===== src/rtl/imem_loader_if.sv =====
// Host byte channel into the program loader: one byte moves per cycle when
// in_valid and in_ready are both high.
interface imem_loader_if;
  logic [7:0] in_data;
  logic       in_valid;
  logic       in_ready;

  modport master (output in_data, output in_valid, input in_ready);
  modport slave  (input in_data, input in_valid, output in_ready);
endinterface


===== src/rtl/imem_loader.sv =====
// Framed byte-stream loader: writes instruction RAM bytes on the fly, buffers
// label records until their checksum passes, and releases the core on 'E'.
module imem_loader #(
  parameter int unsigned ADDR_W    = 16,
  parameter int unsigned LBL_IDX_W = 4
) (
  input  logic                 clk,
  input  logic                 rst_n,
  imem_loader_if.slave         host,
  output logic                 imem_we,
  output logic [ADDR_W-1:0]    imem_addr,
  output logic [7:0]           imem_wdata,
  output logic                 lbl_we,
  output logic [LBL_IDX_W-1:0] lbl_idx,
  output logic [15:0]          lbl_wdata,
  output logic                 busy,
  output logic                 done,
  output logic                 err,
  output logic                 core_run
);

  typedef enum logic [3:0] {
    S_TYPE, S_I_LEN_H, S_I_LEN_L, S_I_ADR_H, S_I_ADR_L, S_I_DATA, S_I_CHK,
    S_L_IDX, S_L_VH, S_L_VL, S_L_CHK, S_DONE, S_ERR
  } state_t;

  state_t               state;
  logic                 armed;
  logic [7:0]           hold;
  logic [7:0]           sum;
  logic [15:0]          len_cnt;
  logic [ADDR_W-1:0]    addr;
  logic [LBL_IDX_W-1:0] idx_buf;
  logic [15:0]          val_buf;
  logic                 accept;
  logic [7:0]           sum_next;

  // armed keeps in_ready low while reset is held and until the first edge after release
  assign host.in_ready = armed && (state != S_DONE) && (state != S_ERR);
  assign accept        = host.in_valid && host.in_ready;
  assign sum_next      = sum + host.in_data;
  assign core_run      = done;

  always_ff @(posedge clk or negedge rst_n) begin
    if (!rst_n) begin
      state      <= S_TYPE;
      armed      <= 1'b0;
      hold       <= '0;
      sum        <= '0;
      len_cnt    <= '0;
      addr       <= '0;
      idx_buf    <= '0;
      val_buf    <= '0;
      imem_we    <= 1'b0;
      imem_addr  <= '0;
      imem_wdata <= '0;
      lbl_we     <= 1'b0;
      lbl_idx    <= '0;
      lbl_wdata  <= '0;
      busy       <= 1'b0;
      done       <= 1'b0;
      err        <= 1'b0;
    end else begin
      armed   <= 1'b1;
      imem_we <= 1'b0;
      lbl_we  <= 1'b0;
      if (accept) begin
        sum <= sum_next;
        unique case (state)
          S_TYPE: begin
            sum <= '0;
            unique case (host.in_data)
              8'h49: begin state <= S_I_LEN_H; busy <= 1'b1; end
              8'h4C: begin state <= S_L_IDX;   busy <= 1'b1; end
              8'h45: begin state <= S_DONE;    done <= 1'b1; end
              default: begin state <= S_ERR;   err  <= 1'b1; end
            endcase
          end
          S_I_LEN_H: begin hold <= host.in_data; state <= S_I_LEN_L; end
          S_I_LEN_L: begin len_cnt <= {hold, host.in_data}; state <= S_I_ADR_H; end
          S_I_ADR_H: begin hold <= host.in_data; state <= S_I_ADR_L; end
          S_I_ADR_L: begin
            addr  <= ADDR_W'({hold, host.in_data});
            state <= (len_cnt == 16'd0) ? S_I_CHK : S_I_DATA;
          end
          S_I_DATA: begin
            imem_we    <= 1'b1;
            imem_addr  <= addr;
            imem_wdata <= host.in_data;
            addr       <= addr + ADDR_W'(1);
            len_cnt    <= len_cnt - 16'd1;
            if (len_cnt == 16'd1) state <= S_I_CHK;
          end
          S_L_IDX: begin
            idx_buf <= host.in_data[LBL_IDX_W-1:0];
            if (host.in_data[7:4] != 4'd0) begin
              state <= S_ERR;
              err   <= 1'b1;
              busy  <= 1'b0;
            end else begin
              state <= S_L_VH;
            end
          end
          S_L_VH: begin hold <= host.in_data; state <= S_L_VL; end
          S_L_VL: begin val_buf <= {hold, host.in_data}; state <= S_L_CHK; end
          S_I_CHK, S_L_CHK: begin
            busy <= 1'b0;
            if (sum_next == 8'd0) begin
              state <= S_TYPE;
              if (state == S_L_CHK) begin
                lbl_we    <= 1'b1;
                lbl_idx   <= idx_buf;
                lbl_wdata <= val_buf;
              end
            end else begin
              state <= S_ERR;
              err   <= 1'b1;
            end
          end
          default: state <= state;
        endcase
      end
    end
  end

endmodule

===== src/flat_wrapper.sv =====
// flat-port wrapper written by rule: the top's interface ports become plain ports
module imem_loader_flat 
#(
  parameter int unsigned ADDR_W    = 16,
  parameter int unsigned LBL_IDX_W = 4
)
  (clk, rst_n, imem_we, imem_addr, imem_wdata, lbl_we, lbl_idx, lbl_wdata, busy, done, err, core_run, host_in_data, host_in_valid, host_in_ready);
  imem_loader_if host_i ();
  input  logic clk;
  input  logic rst_n;
  output logic imem_we;
  output logic [ADDR_W-1:0] imem_addr;
  output logic [7:0] imem_wdata;
  output logic lbl_we;
  output logic [LBL_IDX_W-1:0] lbl_idx;
  output logic [15:0] lbl_wdata;
  output logic busy;
  output logic done;
  output logic err;
  output logic core_run;
  input wire logic [$bits(host_i.in_data)-1:0] host_in_data;
  input wire logic [$bits(host_i.in_valid)-1:0] host_in_valid;
  output wire logic [$bits(host_i.in_ready)-1:0] host_in_ready;
  assign host_i.in_data = host_in_data;
  assign host_i.in_valid = host_in_valid;
  assign host_in_ready = host_i.in_ready;
  imem_loader #(.ADDR_W(ADDR_W), .LBL_IDX_W(LBL_IDX_W)) u_core (.clk(clk), .rst_n(rst_n), .host(host_i), .imem_we(imem_we), .imem_addr(imem_addr), .imem_wdata(imem_wdata), .lbl_we(lbl_we), .lbl_idx(lbl_idx), .lbl_wdata(lbl_wdata), .busy(busy), .done(done), .err(err), .core_run(core_run));
endmodule

===== config.mk =====
export PLATFORM = sky130hd
export DESIGN_NAME = imem_loader_flat
export DESIGN_NICKNAME = d
export VERILOG_FILES = /design/src/rtl/imem_loader_if.sv /design/src/rtl/imem_loader.sv /design/src/flat_wrapper.sv
export SDC_FILE = /design/constraint.sdc
export NUM_CORES = 1
export LEC_CHECK = 0
export BUFFER_PORTS_ARGS = -buffer_cell sky130_fd_sc_hd__buf_2
export CORE_MARGIN = 5
export CORE_UTILIZATION = 45
export DETAILED_ROUTE_END_ITERATION = 8
export GPL_TIMING_DRIVEN = 0
export PLACE_DENSITY = 0.71
export SLEW_MARGIN = 40
export SYNTH_ARGS = -nofsm -noshare
export SYNTH_HDL_FRONTEND = slang
export SYNTH_SLANG_ARGS = --single-unit

===== constraint.sdc =====
create_clock -name clk -period 6.3 [get_ports clk]
set_input_delay 0.945 -clock clk [delete_from_list [all_inputs] [get_ports clk]]
set_output_delay 0.945 -clock clk [all_outputs]
set_load 0.05 [all_outputs]

=== Yosys cells after proc, flatten, opt, wreduce, memory -nomap -nowiden ===
Index checks and enable logic that the tools add are counted.

* Register bits: 122
* Bits in latches: 0
* Bits in writable memories: 0
* Memory bits (read-only): 0
* Memories: 0

* $add $sub $neg: 3
* Multiply operators: 0
* Divide/modulo/power cells: 0
* Magnitude comparators: 0
* Equality and inequality tests: 21
* Shift-type cells: 0
* Mux-type cells: 22
* Bitwise gates (word level): 0
* Reduce and logical (&&, ||, !) cells: 26

{| class="wikitable"
|+ Operator list
! operator !! number
|-
| case mux 16 bit (2 select lines) || 2
|-
| case mux 4 bit (10 select lines) || 1
|-
| equality test 8 x 7 -> 1 bit, second input constant || 3
|-
| adder 16 x 1 -> 16 bit, second input constant || 1
|-
| equality test 16 x 1 -> 1 bit, second input constant || 1
|-
| equality test 4 x 3 -> 1 bit, second input constant || 4
|-
| zero test 16 bit || 1
|-
| subtractor 16 x 1 -> 16 bit, second input constant || 1
|-
| equality test 4 bit, second input constant || 3
|-
| case mux 4 bit (3 select lines) || 1
|-
| AND reduction 2 bit || 6
|-
| 2-to-1 mux 1 bit || 11
|-
| nonzero test 10 bit || 1
|-
| adder 8 bit || 1
|-
| equality test 4 x 2 -> 1 bit, second input constant || 2
|-
| zero test 8 bit || 1
|-
| 2-to-1 mux 4 bit || 2
|-
| 2-to-1 mux 8 bit || 1
|-
| inequality test 4 bit, second input constant || 2
|-
| AND reduction 4 bit || 2
|-
| inequality test 2 bit, second input constant || 3
|-
| case mux 1 bit (3 select lines) || 2
|-
| AND reduction 3 bit || 2
|-
| OR reduction 3 bit || 2
|-
| 11 further kinds || 16
|}

=== Depth between registers and ports, before layout ===
Gate-level depths: netlist of run 1.

* Depth in word-level cells: 5
* Depth in mapped cells: 9
* Gate-level depth less buffers: 8

=== Worst setup path before layout of run 1 ===
No wires, ideal clock.

* Path type: in2reg
* From: in host_in_data[0]
* To: reg u_core.lbl_wdata[10]
* Library setup time: 0.125 ns
* Data arrival time: 3.017 ns
* Required time: 6.175 ns
* Setup slack: 3.158 ns
* Stages: 9
* Path through: ha_1 -> fa_1 -> a211oi_1 -> o21ba_2 -> o221ai_1 -> and4bb_2 -> nand3_1 -> buf_4 -> mux2_2

* Longest elaborated chain between the ends: 3

{| class="wikitable"
|+ Ends and longest elaborated chain
! element !! RTL line !! text
|-
| start, declared || flat_wrapper.sv:21 || <nowiki>input wire logic [$bits(host_i.in_data)-1:0] host_in_data;</nowiki>
|-
| adder 8 bit || imem_loader.sv:41 || <nowiki>assign sum_next = sum + host.in_data;</nowiki>
|-
| zero test 8 bit || imem_loader.sv:108 || <nowiki>if (sum_next == 8'd0) begin</nowiki>
|-
| AND reduction 4 bit (no source line) || - ||
|-
| end signal, assigned || imem_loader.sv:113 || <nowiki>lbl_wdata <= val_buf;</nowiki>
|-
| end, declared || imem_loader.sv:15 || <nowiki>output logic [15:0] lbl_wdata,</nowiki>
|}

No other way between the ends.
A chain may end at the register's enable or synchronous reset.

=== Final worst setup path of run 1 ===
* From: in host_in_data[1]
* To: reg u_core.lbl_wdata[10]

Same word-level chain as after synthesis.

==> flow_summary.json, run 1 <==
{
  "crit_path_top_delay_cell": "a311o_1",
  "layout_commonest_cell": "dfrtp_1",
  "grt_max_degree": 78,
  "critical_path.reg2reg.startpoint": "u_core.sum[0]$_DFFE_PN0P_",
  "post_synth_xor_area_fraction_pct": 1.011,
  "maxCapViolations": 0,
  "final_min_period_over_clock_period_pct": 51.22,
  "async_reset_ff_share_pct": 100.0,
  "initialDrtViolationCount": 390,
  "antenna_cells_inserted": 0,
  "multiInputGateArea_um2": 2823,
  "drive_gt1_share_pct": 29.27,
  "cts-root-to-sink-buffers": 2,
  "postCtsResizedCells": 0,
  "die_w_um": 126.1,
  "cts_htree_levels": 4,
  "most_frequent_cells_in_the_layout": "dfrtp_1, buf_2, mux2_2, nand2_1, o21ai_0",
  "quantity_of_hold_fixing_buffers_added_after_cts": 0,
  "layout.area.seq_um2": 3053,
  "ys_ff_latch": 122,
  "setup_repair_after_global_routing_missed_its_margin": "no",
  "cp_num_buf_inv": 2,
  "endpoint_kind": "flip-flop",
  "compound_gate_portion_of_the_synthesized_area_pct": 15.45,
  "critical_path_peak_fanout": 10,
  "synthToLayoutAreaGrowth_pct": 18.04,
  "area_fraction_in_and_or_nand_and_nor_cells_after_synthesis_pct": 12.23,
  "power_density_nw_per_um2": 455.1,
  "synth_top_family_by_area": "compound AO/OA/AOI/OAI gates",
  "clk_latency_ns": 0.42,
  "synth_warnings": 0,
  "iteration_count_of_the_initial_detailed_routing_pass": 5,
  "tot_pwr_mw": 3.259,
  "gp_routability_congestion": 0.8992,
  "seq_area_frac_synth_pct": 50.32,
  "final_core_utilization_pct": 54.08,
  "r2r.worst_path.cells": 9,
  "post_synth_inst_count": 564,
  "dp_hpwl_mm": 10.73,
  "cp.arrival_ns": 3.52,
  "worst-r2r-setup-slack_ns": 3.39,
  "number_of_remaining_drc_errors": 0,
  "final_antenna_net_count": 0,
  "final_count_of_pins_violating_max_slew": 0,
  "fin_worst_skew_ns": 0.007454,
  "clk_pin_slew_worst_paths_ns": 0.05,
  "via_count_of_the_first_global_routing_pass": 4943,
  "mappedNetlistNets": 587,
  "cts-root-buf": "clkbuf_16",
  "static_leakage_nw": 3.419,
  "final_hold_violations": 0,
  "design.die.area_um2": 15910,
  "final.setup.tns_ns": 0,
  "finalSetupViolCount": 0,
  "post_synth_instance_area_um2": 6067,
  "global_route_wire_length_before_repair_mm": 25.70,
  "rows": 42,
  "cts_setup_buffers": 0,
  "critPathMaxStageDelay_ns": 0.40,
  "initial_utilization_pct": 45.81,
  "crit_required_ns": 6.60,
  "antenna_violations_before_repair": 0,
  "slew_headroom_pct": 51.42,
  "startpoint_type": "input pin",
  "detail_route.wl_per_cell_um": 18.29,
  "outcome": "completed",
  "synth_ff_type": "dfrtp_1",
  "yosys-mux-area-fraction_pct": 14.99,
  "synth_adder_area_share_pct": 2.598,
  "fillers": 1198,
  "crit-reg2reg-capture": "u_core.lbl_wdata[10]$_DFFE_PN0P_",
  "grt_use_total_pct": 20.21,
  "avgViaCountPerCell": 5.820,
  "detail_route.wirelength_mm": 15.22,
  "max_slew.worst_pin.slew_ns": 0.7286,
  "floorplan.die.height_um": 126.1,
  "post_syn_area_per_cell_um2": 10.76,
  "clkSinkCount": 122,
  "worst_min_delay_path_class": "in2async",
  "cts_tree": "done",
  "boundaryPins": 62,
  "finalCriticalPeriod_ns": 3.227,
  "layout.nets": 668,
  "max_clock_freq_ghz": 0.3099,
  "core_um2": 13240,
  "critical_path.top_delay_family": "compound AO/OA/AOI/OAI gates",
  "place.port_buffers": 61,
  "yosysUniqueCellTypes": 64,
  "setup.worst_path.class": "in2reg",
  "max_vdd_drop_mv": 0.2645,
  "edff_count_synth": 0,
  "timing.critical_path.cells": "buf_2 -> ha_1 -> a211oi_1 -> o31ai_1 -> a311o_1 -> and4bb_2 -> nand3_1 -> buf_4 -> mux2_2",
  "routed-via-count": 4842,
  "cts_inserted_buffers": 17,
  "grt_remaining_overflow": 0
}
-- Yosys cell counts, drive strengths merged (5+ instances only) --
master	number	area (um^2)
mux2	76	889.6
nor3	21	105.1
a31oi	7	43.79
o21ai	46	230.2
nor2	31	118.9
dfrtp	122	3053
o22a	5	43.79
clkbuf	23	86.33
a21oi	40	204.0
xor2	6	52.55
nand3	12	60.06
buf	14	90.08
nor4	5	31.28
nand2	50	187.7
inv	7	26.28
or3	6	37.54
a22o	5	43.79
ha	11	137.6
-- routing by layer --
metal	global-route usage, %	up-vias	part of all wire (%)
li1	-	2229	-
met1	27.03	2411	43
met2	32.49	181	49
met3	4.234	21	6.3
met4	7.634	0	1.6
met5	0	-	0
-- flip-flops by register name, indices dropped and copies added, names as in the netlist --
register	count
u_core.imem_wdata	8
u_core.imem_addr	16
u_core.val_buf	16
u_core.lbl_idx	4
u_core.idx_buf	4
u_core.imem_we	1
u_core.hold	8
u_core.core_run	1
u_core.err	1
u_core.addr	16
u_core.sum	8
u_core.lbl_we	1
u_core.busy	1
u_core.len_cnt	16
u_core.lbl_wdata	16
u_core.armed	1
u_core.state	4
-- area by class of cell --
type                            instances  share of cell area, %
Sequential cell                       122                  42.63
Clock inverter                          9                 0.6988
Tap cell                              176                  3.075
Buffer                                 37                  2.463
Multi-Input combinational cell        398                  39.41
Inverter                                7                 0.3669
Clock buffer                           21                  6.569
Timing Repair Buffer                   62                  4.787
-- worst reg2reg max path: cells and delay by family (launching register included) --
family / cells / cell delay [ns]
flops: 1 / 0.38
simple gates: 2 / 0.52
buf+inv: 1 / 0.24
mux: 1 / 0.29
compound gates: 3 / 0.75
fa+ha+maj: 2 / 0.62
-- where the power goes --
part           internal (mW)  switching [mW]  total [mW]
clock                  0.522           0.331       0.853
sequential              1.03           0.219        1.24
combinational          0.448           0.714        1.16
total                   2.00            1.26        3.26
-- kinds of logic (layout without fill, tap and decap cells) --
logic type,count (synthesis),in the layout
buffers and inverters,44,136
xor gates and xnor gates,7,7
muxes,78,78
adders and majority gates,12,12
DFF,122,122
other,1,1
AOI/OAI and AO/OA,149,149
and+or+nand+nor,151,151
-- worst max path at each step --
stage,startpoint,depth (start not counted),endpoint
2_1_floorplan,host_in_data[0],9,u_core.lbl_wdata[10]$_DFFE_PN0P_
3_3_place_gp,host_in_data[1],9,u_core.lbl_wdata[4]$_DFFE_PN0P_
3_5_place_dp,host_in_data[1],9,u_core.lbl_wdata[10]$_DFFE_PN0P_
4_1_cts,host_in_data[1],9,u_core.lbl_wdata[10]$_DFFE_PN0P_
5_1_grt,host_in_data[1],9,u_core.lbl_wdata[10]$_DFFE_PN0P_
6_report,host_in_data[1],9,u_core.lbl_wdata[10]$_DFFE_PN0P_
-- per-stage QoR --
step           instances  hold slack, ns  setup WS, ns  instance area (um^2)
4_1_cts              832          0.4277         3.064                  7162
3_3_place_gp         801          0.4511         2.705                  6593
3_5_place_dp         802          0.4610         2.623                  6641
2_1_floorplan        564          0.4473         3.158                  6067
5_1_grt              832          0.4424         2.884                  7162
6_report             832          0.4171         3.073                  7162
No activity file was read; power rests on OpenSTA's default activity.
==> run 2: changes to the inputs <==
- clock period: 6.3 -> 3.1 ns (I/O delays scaled with it)
==> flow_summary.json, run 2 (synthesis gave the netlist of run 1 again) <==
{
  "rows": 42,
  "drive_gt1_share_pct": 29.22,
  "outcome": "completed",
  "antenna_cells_inserted": 0,
  "final_count_of_pins_violating_max_slew": 0,
  "floorplan.die.height_um": 126.1,
  "crit_required_ns": 3.40,
  "maxCapViolations": 0,
  "grt_max_degree": 78,
  "finalCriticalPeriod_ns": 2.912,
  "critical_path_peak_fanout": 10,
  "grt_remaining_overflow": 0,
  "die_w_um": 126.1,
  "boundaryPins": 62,
  "max_slew.worst_pin.slew_ns": 0.7328,
  "finalSetupViolCount": 0,
  "cp_num_buf_inv": 1,
  "place.port_buffers": 61,
  "critPathMaxStageDelay_ns": 0.41,
  "setup_repair_after_global_routing_missed_its_margin": "no",
  "gp_routability_congestion": 0.8992,
  "global_route_wire_length_before_repair_mm": 25.73,
  "timing.critical_path.cells": "ha_1 -> fa_1 -> a211oi_1 -> o21ba_2 -> o221ai_1 -> and4bb_2 -> nand3_1 -> buf_4 -> mux2_2",
  "cts-root-buf": "clkbuf_16",
  "multiInputGateArea_um2": 2823,
  "postCtsResizedCells": 0,
  "worst_min_delay_path_class": "reg2reg",
  "cts-root-to-sink-buffers": 2,
  "final_hold_violations": 0,
  "power_density_nw_per_um2": 922.9,
  "static_leakage_nw": 3.424,
  "cts_htree_levels": 4,
  "routed.top_layer": "met4",
  "critical_path.top_delay_family": "compound AO/OA/AOI/OAI gates",
  "startpoint_type": "flip-flop",
  "final_core_utilization_pct": 54.16,
  "hold_ws_ns": 0.4702,
  "detail_route.wirelength_mm": 15.18,
  "max_vdd_drop_mv": 0.5374,
  "dp_hpwl_mm": 10.73,
  "clk_pin_slew_worst_paths_ns": 0.05,
  "iteration_count_of_the_initial_detailed_routing_pass": 5,
  "initialDrtViolationCount": 361,
  "final_min_period_over_clock_period_pct": 93.92,
  "detail_route.wl_per_cell_um": 18.22,
  "layout.area.seq_um2": 3053,
  "routed-wl-met2_mm": 7.346,
  "antenna_violations_before_repair": 0,
  "design.die.area_um2": 15910,
  "avgViaCountPerCell": 5.842,
  "fillers": 1197,
  "max_clock_freq_ghz": 0.3435,
  "endpoint_kind": "flip-flop",
  "via_count_of_the_first_global_routing_pass": 4953,
  "cts_inserted_buffers": 17,
  "setup.worst_path.class": "reg2reg",
  "drt-met1-wl_mm": 6.606,
  "crit_path_top_delay_cell": "fa_1",
  "grt_use_total_pct": 20.23,
  "number_of_remaining_drc_errors": 0,
  "routed-via-count": 4866,
  "core_um2": 13240,
  "synthToLayoutAreaGrowth_pct": 18.21,
  "clkSinkCount": 122,
  "fin_worst_skew_ns": 0.006863,
  "most_frequent_cells_in_the_layout": "dfrtp_1, buf_2, mux2_2, nand2_1, o21ai_0",
  "initial_utilization_pct": 45.81,
  "cp.arrival_ns": 3.21,
  "cts_tree": "done",
  "layout_commonest_cell": "dfrtp_1",
  "final_antenna_net_count": 0,
  "clk_latency_ns": 0.42,
  "slew_headroom_pct": 51.15,
  "wl_met3_um": 966,
  "layout.nets": 669
}
-- run 2: final timing paths --
check,depth (start not counted),slack [ns],from,to
min in group asynchronous,2,0.53,rst_n,u_core.imem_addr[11]$_DFFE_PN0P_
min,1,0.47,u_core.err$_DFFE_PN0P_,u_core.err$_DFFE_PN0P_
min reg2reg,1,0.47,u_core.err$_DFFE_PN0P_,u_core.err$_DFFE_PN0P_
max in group asynchronous,3,1.88,rst_n,u_core.sum[0]$_DFFE_PN0P_
max,9,0.19,u_core.sum[0]$_DFFE_PN0P_,u_core.lbl_wdata[10]$_DFFE_PN0P_
max reg2reg,9,0.19,u_core.sum[0]$_DFFE_PN0P_,u_core.lbl_wdata[10]$_DFFE_PN0P_
-- run 2: repair_timing --
action,CTS,global route
hold endpoints to repair,45,0
setup buffers,0,0
hold buffers,1,0
-- run 2: layout make-up --
cell class,count,share of cell area (%)
inverter,7,0.3664
multi-input combinational,398,39.36
sequential,122,42.57
tap,176,3.070
clock buffer,21,6.560
clock inverter,9,0.6978
buffer,37,2.460
timing repair buffer,63,4.920
-- run 2: power by group --
part	leakage, nW	internal, mW	switching, mW
Sequential	1.58	2.08	0.444
Clock	0.260	1.06	0.669
Combinational	1.58	0.911	1.45
-- run 2: through the flow --
step	setup slack, ns	total power, mW	instances	TNS (ns)	instance area (um^2)
after global routing	0.02734	7.062	833	0	7172
after CTS	0.1774	6.646	833	0	7172
after detailed placement	-0.09675	4.884	802	-1.580	6641
after global placement	-0.01539	4.774	801	-0.1975	6593
after floorplan	0.4379	4.211	564	0	6067
final	0.1884	6.619	833	0	7172
-- run 2: per-layer routing --
layer | vias up | track usage, %
met5 | - | 0
li1 | 2228 | -
met4 | 0 | 7.634
met3 | 27 | 4.234
met2 | 178 | 32.55
met1 | 2433 | 27.03
